### src/rtl/i2s_rx_deser_if.sv
// Bundle for the I2S receiver: serial inputs from generator/mic plus the
// sample-pair handshake toward the consumer.
interface i2s_rx_deser_if #(
  parameter int DATA_W = 24
) ();
  logic              sck;
  logic              ws;
  logic              sd;
  logic [DATA_W-1:0] out_left;
  logic [DATA_W-1:0] out_right;
  logic              out_valid;
  logic              out_ready;
  logic              overrun;
  logic              overrun_clr;

  modport master (
    input  sck, ws, sd, out_ready, overrun_clr,
    output out_left, out_right, out_valid, overrun
  );

  modport slave (
    output sck, ws, sd, out_ready, overrun_clr,
    input  out_left, out_right, out_valid, overrun
  );
endinterface

### src/rtl/i2s_rx_deser.sv
// I2S receiver: deserialises standard (one-bit-delayed) MSB-first slots in the
// sys_ck domain and hands out left/right pairs with sticky overrun detection.
module i2s_rx_deser #(
  parameter int DATA_W = 24,
  parameter int SLOT_W = 32
) (
  input  logic           sys_ck,
  input  logic           rst_n,
  i2s_rx_deser_if.master bus
);
  localparam int IDX_W = $clog2(SLOT_W) + 1;

  typedef enum logic [1:0] {UNSYNC, LEFT, RIGHT} state_e;

  state_e            state_q, state_d;
  logic              sck_q;
  logic              ws_prev_q, ws_prev_d;
  logic [IDX_W-1:0]  bit_idx_q, bit_idx_d;
  logic [DATA_W-1:0] shift_q, shift_d;
  logic [DATA_W-1:0] held_left_q, held_left_d;
  logic [DATA_W-1:0] out_left_q, out_left_d;
  logic [DATA_W-1:0] out_right_q, out_right_d;
  logic              out_valid_q, out_valid_d;
  logic              overrun_q, overrun_d;

  logic              rise;
  logic              ws_chg;
  logic              word_done;
  logic              pair_new;
  logic              drop;
  logic [DATA_W-1:0] word;

  assign rise      = bus.sck & ~sck_q;
  assign ws_chg    = rise & (bus.ws != ws_prev_q);
  assign word      = {shift_q[DATA_W-2:0], bus.sd};
  assign word_done = rise & ~ws_chg & (bit_idx_q == IDX_W'(DATA_W - 1));
  assign pair_new  = word_done & (state_q == RIGHT);
  assign drop      = pair_new & out_valid_q & ~bus.out_ready;

  always_comb begin
    state_d     = state_q;
    ws_prev_d   = ws_prev_q;
    bit_idx_d   = bit_idx_q;
    shift_d     = shift_q;
    held_left_d = held_left_q;
    out_left_d  = out_left_q;
    out_right_d = out_right_q;
    out_valid_d = out_valid_q;
    overrun_d   = overrun_q;

    if (rise) begin
      if (ws_chg) begin
        // This rise carries the previous slot's delayed last bit; drop it.
        bit_idx_d = '0;
        ws_prev_d = bus.ws;
        if (state_q == UNSYNC) begin
          if (ws_prev_q && !bus.ws) state_d = LEFT;
        end else begin
          state_d = bus.ws ? RIGHT : LEFT;
        end
      end else if (bit_idx_q < IDX_W'(DATA_W)) begin
        shift_d   = word;
        bit_idx_d = bit_idx_q + IDX_W'(1);
      end else if (bit_idx_q < IDX_W'(SLOT_W)) begin
        bit_idx_d = bit_idx_q + IDX_W'(1);
      end
    end

    if (word_done) begin
      case (state_q)
        LEFT: begin
          held_left_d = word;
          state_d     = RIGHT;
        end
        RIGHT:   state_d = LEFT;
        default: ;
      endcase
    end

    if (pair_new && !drop) begin
      out_left_d  = held_left_q;
      out_right_d = word;
      out_valid_d = 1'b1;
    end else if (out_valid_q && bus.out_ready) begin
      out_valid_d = 1'b0;
    end

    if (drop)                 overrun_d = 1'b1;
    else if (bus.overrun_clr) overrun_d = 1'b0;
  end

  always_ff @(posedge sys_ck or negedge rst_n) begin
    if (!rst_n) begin
      state_q     <= UNSYNC;
      sck_q       <= 1'b0;
      ws_prev_q   <= 1'b0;
      bit_idx_q   <= '0;
      shift_q     <= '0;
      held_left_q <= '0;
      out_left_q  <= '0;
      out_right_q <= '0;
      out_valid_q <= 1'b0;
      overrun_q   <= 1'b0;
    end else begin
      state_q     <= state_d;
      sck_q       <= bus.sck;
      ws_prev_q   <= ws_prev_d;
      bit_idx_q   <= bit_idx_d;
      shift_q     <= shift_d;
      held_left_q <= held_left_d;
      out_left_q  <= out_left_d;
      out_right_q <= out_right_d;
      out_valid_q <= out_valid_d;
      overrun_q   <= overrun_d;
    end
  end

  assign bus.out_left  = out_left_q;
  assign bus.out_right = out_right_q;
  assign bus.out_valid = out_valid_q;
  assign bus.overrun   = overrun_q;
endmodule

### src/flat_wrapper.sv
// flat-port wrapper written by rule: the top's interface ports become plain ports
module i2s_rx_deser_flat 
#(
  parameter int DATA_W = 24,
  parameter int SLOT_W = 32
)
  (sys_ck, rst_n, bus_sck, bus_ws, bus_sd, bus_out_ready, bus_overrun_clr, bus_out_left, bus_out_right, bus_out_valid, bus_overrun);
  i2s_rx_deser_if #(.DATA_W(DATA_W)) bus_i ();
  input  logic sys_ck;
  input  logic rst_n;
  input wire logic [$bits(bus_i.sck)-1:0] bus_sck;
  input wire logic [$bits(bus_i.ws)-1:0] bus_ws;
  input wire logic [$bits(bus_i.sd)-1:0] bus_sd;
  input wire logic [$bits(bus_i.out_ready)-1:0] bus_out_ready;
  input wire logic [$bits(bus_i.overrun_clr)-1:0] bus_overrun_clr;
  output wire logic [$bits(bus_i.out_left)-1:0] bus_out_left;
  output wire logic [$bits(bus_i.out_right)-1:0] bus_out_right;
  output wire logic [$bits(bus_i.out_valid)-1:0] bus_out_valid;
  output wire logic [$bits(bus_i.overrun)-1:0] bus_overrun;
  assign bus_i.sck = bus_sck;
  assign bus_i.ws = bus_ws;
  assign bus_i.sd = bus_sd;
  assign bus_i.out_ready = bus_out_ready;
  assign bus_i.overrun_clr = bus_overrun_clr;
  assign bus_out_left = bus_i.out_left;
  assign bus_out_right = bus_i.out_right;
  assign bus_out_valid = bus_i.out_valid;
  assign bus_overrun = bus_i.overrun;
  i2s_rx_deser #(.DATA_W(DATA_W), .SLOT_W(SLOT_W)) u_core (.sys_ck(sys_ck), .rst_n(rst_n), .bus(bus_i));
endmodule
### config.mk
export PLATFORM = sky130hd
export DESIGN_NAME = i2s_rx_deser_flat
export DESIGN_NICKNAME = d
export VERILOG_FILES = /design/src/rtl/i2s_rx_deser_if.sv /design/src/rtl/i2s_rx_deser.sv /design/src/flat_wrapper.sv
export SDC_FILE = /design/constraint.sdc
export NUM_CORES = 1
export LEC_CHECK = 0
export CAP_MARGIN = 10
export CELL_PAD_IN_SITES_DETAIL_PLACEMENT = 0
export CELL_PAD_IN_SITES_GLOBAL_PLACEMENT = 1
export CORE_MARGIN = 2
export CORE_UTILIZATION = 49
export CTS_CLUSTER_DIAMETER = 80
export DETAILED_ROUTE_END_ITERATION = 16
export GPL_TIMING_DRIVEN = 0
export HOLD_SLACK_MARGIN = 0.08
export PLACE_DENSITY = 0.81
export SLEW_MARGIN = 25
export SYNTH_ARGS = -nofsm -noshare
export SYNTH_HDL_FRONTEND = slang
export SYNTH_SLANG_ARGS = --single-unit
### constraint.sdc
create_clock -name sys_ck -period 3.5 [get_ports sys_ck]
set_clock_uncertainty 0.15 [all_clocks]
set_input_delay 0.35 -clock sys_ck [delete_from_list [all_inputs] [get_ports sys_ck]]
set_output_delay 0.35 -clock sys_ck [all_outputs]
set_load 0.005 [all_outputs]
# --- Word-level counts from Yosys, hierarchy flattened ---
# Cells that the tools add are included.
totals:
  wordCells: 54
  out_inout_bits: 50
  regBits: 107
  in_bits: 7
classes:
  n_bitwise: 10
  n_lt_le_gt_ge: 2
  mux: 14
  n_addsub: 1
  n_reduce_logical: 13
  eq_ne: 4
ops:
  columns: ["operator", "n"]
  rows:
  - ["6-bit two-way mux", 3]
  - ["2-bit two-way mux", 6]
  - ["1-bit bitwise AND", 7]
  - ["6-bit by 1-bit adder with 6-bit output, second input constant", 1]
  - ["6-bit by 5-bit equality test with 1-bit output, second input constant", 1]
  - ["6-bit by 5-bit less-than comparator with 1-bit output, second input constant", 1]
  - ["6-bit less-than comparator, second input constant", 1]
  - ["2-bit AND reduction", 3]
  - ["1-bit two-way mux", 4]
  - ["2-bit one-hot mux with 2 select lines", 1]
  - ["2-bit nonzero test", 2]
  - ["1-bit logical AND", 3]
  - ["1-bit inverter", 3]
  - ["3-bit AND reduction", 1]
  - ["3-bit nonzero test", 1]
  - ["2-bit by 1-bit equality test with 1-bit output, second input constant", 1]
  - ["2-bit equality test, second input constant", 1]
  - ["1-bit zero test", 2]
  - ["2-bit zero test", 1]
  - ["1-bit inequality test", 1]

# --- Logic depth before layout (Yosys ltp) ---
logic_depth:
  word_depth: 12
  depth_mapped: 8

# --- Worst setup path before layout ---
# Ideal clock, no wire load.
synth_timing:
  path_kind: "in2reg"
  start: "input bus_ws"
  end: "register u_core.out_right_q[10] (netlist: u_core.bus.out_right[10])"
  required_time_ns: 3.225
  path_slack_ns: 1.473
  cell_stages: 8
  arrival_ns: 1.752
  cell_sequence: "inv_1 > ha_1 > and4bb_1 > buf_4 > nand4_2 > buf_6 > buf_6 > mux2_4"
synth_via:
  elab_chain_cells: 10
synth_rtl:
  columns: ["item", "line", "text"]
  rows:
  - ["start, declared", "flat_wrapper.sv:12", "input wire logic [$bits(bus_i.ws)-1:0] bus_ws;"]
  - ["1-bit inequality test *", "i2s_rx_deser.sv:34", "assign ws_chg = rise & (bus.ws != ws_prev_q);"]
  - ["1-bit bitwise AND *", "i2s_rx_deser.sv:34", null]
  - ["1-bit inverter *", "i2s_rx_deser.sv:36", "assign word_done = rise & ~ws_chg & (bit_idx_q == IDX_W'(DATA_W - 1));"]
  - ["1-bit bitwise AND * (2 in a row)", "i2s_rx_deser.sv:36", null]
  - ["1-bit bitwise AND *", "i2s_rx_deser.sv:37", "assign pair_new = word_done & (state_q == RIGHT);"]
  - ["1-bit bitwise AND (2 in a row)", "i2s_rx_deser.sv:38", "assign drop = pair_new & out_valid_q & ~bus.out_ready;"]
  - ["1-bit zero test", "i2s_rx_deser.sv:80", "if (pair_new && !drop) begin"]
  - ["1-bit logical AND *", "i2s_rx_deser.sv:80", null]
  - ["end signal, assigned", "i2s_rx_deser.sv:112", "out_right_q <= out_right_d;"]
  - ["end, declared", "i2s_rx_deser.sv:22", "logic [DATA_W-1:0] out_right_q, out_right_d;"]
# Mark *: on every way between the ends. The rest lies on a longest branch, timed or not.
# A chain may end at the register's enable or synchronous reset.

# --- Worst setup path after layout ---
layout_timing:
  start: "input bus_ws"
  end: "register u_core.shift_q[14]"
layout_via:
  elab_chain_cells: 4
layout_rtl:
  columns: ["item", "line", "text"]
  rows:
  - ["1-bit inequality test", "i2s_rx_deser.sv:34", null]
  - ["1-bit bitwise AND", "i2s_rx_deser.sv:34", null]
  - ["1-bit inverter", null, null]
  - ["3-bit AND reduction (no source line)", null, null]
  - ["end signal, assigned", "i2s_rx_deser.sv:109", "shift_q <= shift_d;"]
  - ["end, declared", "i2s_rx_deser.sv:19", "logic [DATA_W-1:0] shift_q, shift_d;"]
# Every way passes these cells.

==> metrics.txt <==
status complete, no violations; flops & latches, synth 107; layout cells sized above 1 36.4%; Tightest Pin Transition 822 ps; slowest CP cell clkdlybuf4s50_1; Syn Inst Count 270; post-DP HPWL 4.90 mm; Vias/cell 5.19; gr usage total 16.9%; clk slew on worst S/H paths 100 ps; Yosys cell types 30; hold_buf cts 1; Slew HR 45.1%; post-CTS resize count 0; crit path max fanout 10; crit-path cells clkdlybuf4s50_1 -> inv_1 -> ha_1 -> and4bb_1 -> buf_4 -> nand2_1 -> buf_2 -> mux2_2; CP delay by family, top buffers and inverters; Die ar. 9480 um^2; FILL cells 696; row count 34; DRT Wirelength 7.40 mm; CTS tree done; syn_area_per_cell 15.8 um^2; YS warnings 0; worst hold path type in -> async; final instance area 5200 um^2; final design utilization 60.5%; initial drt markers 39; drt drc 0; Num CTS Buffers 9; Detail Route Antenna Nets 0; post-CTS setup buffer count 0; Async SR Flop Fraction 100%; IO Count 57; Data arrival, critical path 2460 ps; Port Buf Inserts 56; Setup Crit Path Kind in -> reg; hold slack 272 ps; syn_nets 282; drt pass-1 iters 4; maxcap violations 0; count of final hold-check violations 0; Fmax achieved 426 MHz; vias in the first global route 2518; Post-synth top flop dfrtp_1; fin crit period 2350 ps; crit-path max cell delay 460 ps; initial core utilization 49.7%; Power Dens Cells 464 nW/um^2; setup TNS 0 ps; leakage 2.59 nW; Clk Tree Root Cell clkbuf_8; Core ar. 8590 um^2; Final #Nets 351; Congestion Overflow GR 0; CP startpoint kind input pin; Max H-tree Level 3; Die Span Y 97.3 um; clk buf depth 2; first-pass GRT wire length 12.7 mm; Slew Limit Fails 0; Mapped Area 4270 um^2; DR WL/cell 16.4 um; Antenna Cells 0; global placer's final weighted congestion 0.665; Worst Path Required 3610 ps; setup violators final 0; Buf/Inv on CP 4; period utilization 67.0%; sequential area share after synthesis 62.7%; CP Capture Type flip-flop; Post-synth EDFFs 0; initial antenna violation count 0; Synth-to-Final Area Change 21.7%; maximum VDD drop 0.000274 V; Post-Place Cell Area 4990 um^2; RSZ-0062 raised after global routing false; Clock Sinks 107; largest net degree at the start of global routing 78; Die Width 97.3 um; total number of vias 2341; worst skew pair latency 370 ps
## kinds of logic after synthesis
logic type	synth area share, %
AOI/OAI and AO/OA	2.20
adders and majority gates	1.47
buffers and inverters	2.49
DFF	62.7
muxes	26.8
and+or+nand+nor	4.31
## metal layers
metal | up-vias | wire length (um) | track usage, % | share of wire, %
met5 | - | 0 | 0 | 0
li1 | 1095 | - | - | -
met2 | 41 | 3430 | 26.1 | 46
met1 | 1195 | 3530 | 23.3 | 48
met3 | 10 | 285 | 3.74 | 3.8
met4 | 0 | 156 | 7.37 | 2.1
## cell type report
| class | instances | area [um^2] | area share (%) |
|---|---|---|---|
| Clock inverter | 4 | 51.3 | 0.987 |
| Clock buffer | 11 | 141 | 2.72 |
| Timing Repair Buffer | 58 | 599 | 11.5 |
| Inverter | 6 | 22.5 | 0.433 |
| Sequential cell | 107 | 2680 | 51.5 |
| Buffer | 13 | 83.8 | 1.61 |
| Multi-Input combinational cell | 144 | 1490 | 28.6 |
| Tap cell | 108 | 135 | 2.60 |
## cell usage after synthesis, drive strengths merged (2+ instances only)
master / n / area [um^2]
dfrtp: 107 / 2680
inv: 6 / 22.5
nand4: 2 / 18.8
nand3: 4 / 25.0
nand2b: 3 / 18.8
clkbuf: 2 / 7.51
mux2: 95 / 1140
nor2: 3 / 11.3
o31ai: 4 / 30.0
a21oi: 6 / 30.0
or4: 3 / 22.5
buf: 11 / 76.3
nand2: 6 / 22.5
ha: 5 / 62.6
o21ai: 2 / 10.0
o31a: 2 / 17.5
## power by group
part           switching [mW]  internal [mW]  total, mW
clock network           0.402          0.347      0.749
logic                   0.131          0.127      0.258
registers              0.0818           1.32       1.41
## metrics by stage
step                setup WS [ps]  power [mW]  cells
floorplan                    1470        1.59    270
global placement            -2030        1.67    434
detailed placement            764        1.69    435
CTS                          1150        2.43    451
global route                 1040        2.52    451
finish                       1150        2.41    451
## worst paths after layout
kind                                  start                       to  slack (ps)  cells after the start
min                                   rst_n   u_core.bus.out_left[7]         270                      2
min reg2reg                u_core.ws_prev_q         u_core.ws_prev_q         350                      2
max reg2reg                u_core.ws_prev_q       u_core.shift_q[14]        1280                      6
max                                  bus_ws       u_core.shift_q[14]        1150                      8
min in group sys_ck        u_core.ws_prev_q         u_core.ws_prev_q         350                      2
max in group asynchronous             rst_n  u_core.bus.out_left[22]        2270                      3
## layout by cell type (no fill, tap or decap), drive strengths merged, types with 4 or more instances in the layout
master	n
dfrtp	107
mux2	95
o31ai	4
clkbuf	13
ha	5
buf	13
nand2	6
inv	6
a21oi	6
nand3	4
clkdlybuf4s50	55
## flip-flops by register name (all words and copies together) (netlist names)
name and count:
u_core.bit_idx_q 6, u_core.bus.out_left 24, u_core.bus.out_right 24, u_core.bus.out_valid 1
u_core.bus.overrun 1, u_core.held_left_q 24, u_core.sck_q 1, u_core.shift_q 23
u_core.state_q 2, u_core.ws_prev_q 1
Power figures use the tool's default switching activity.
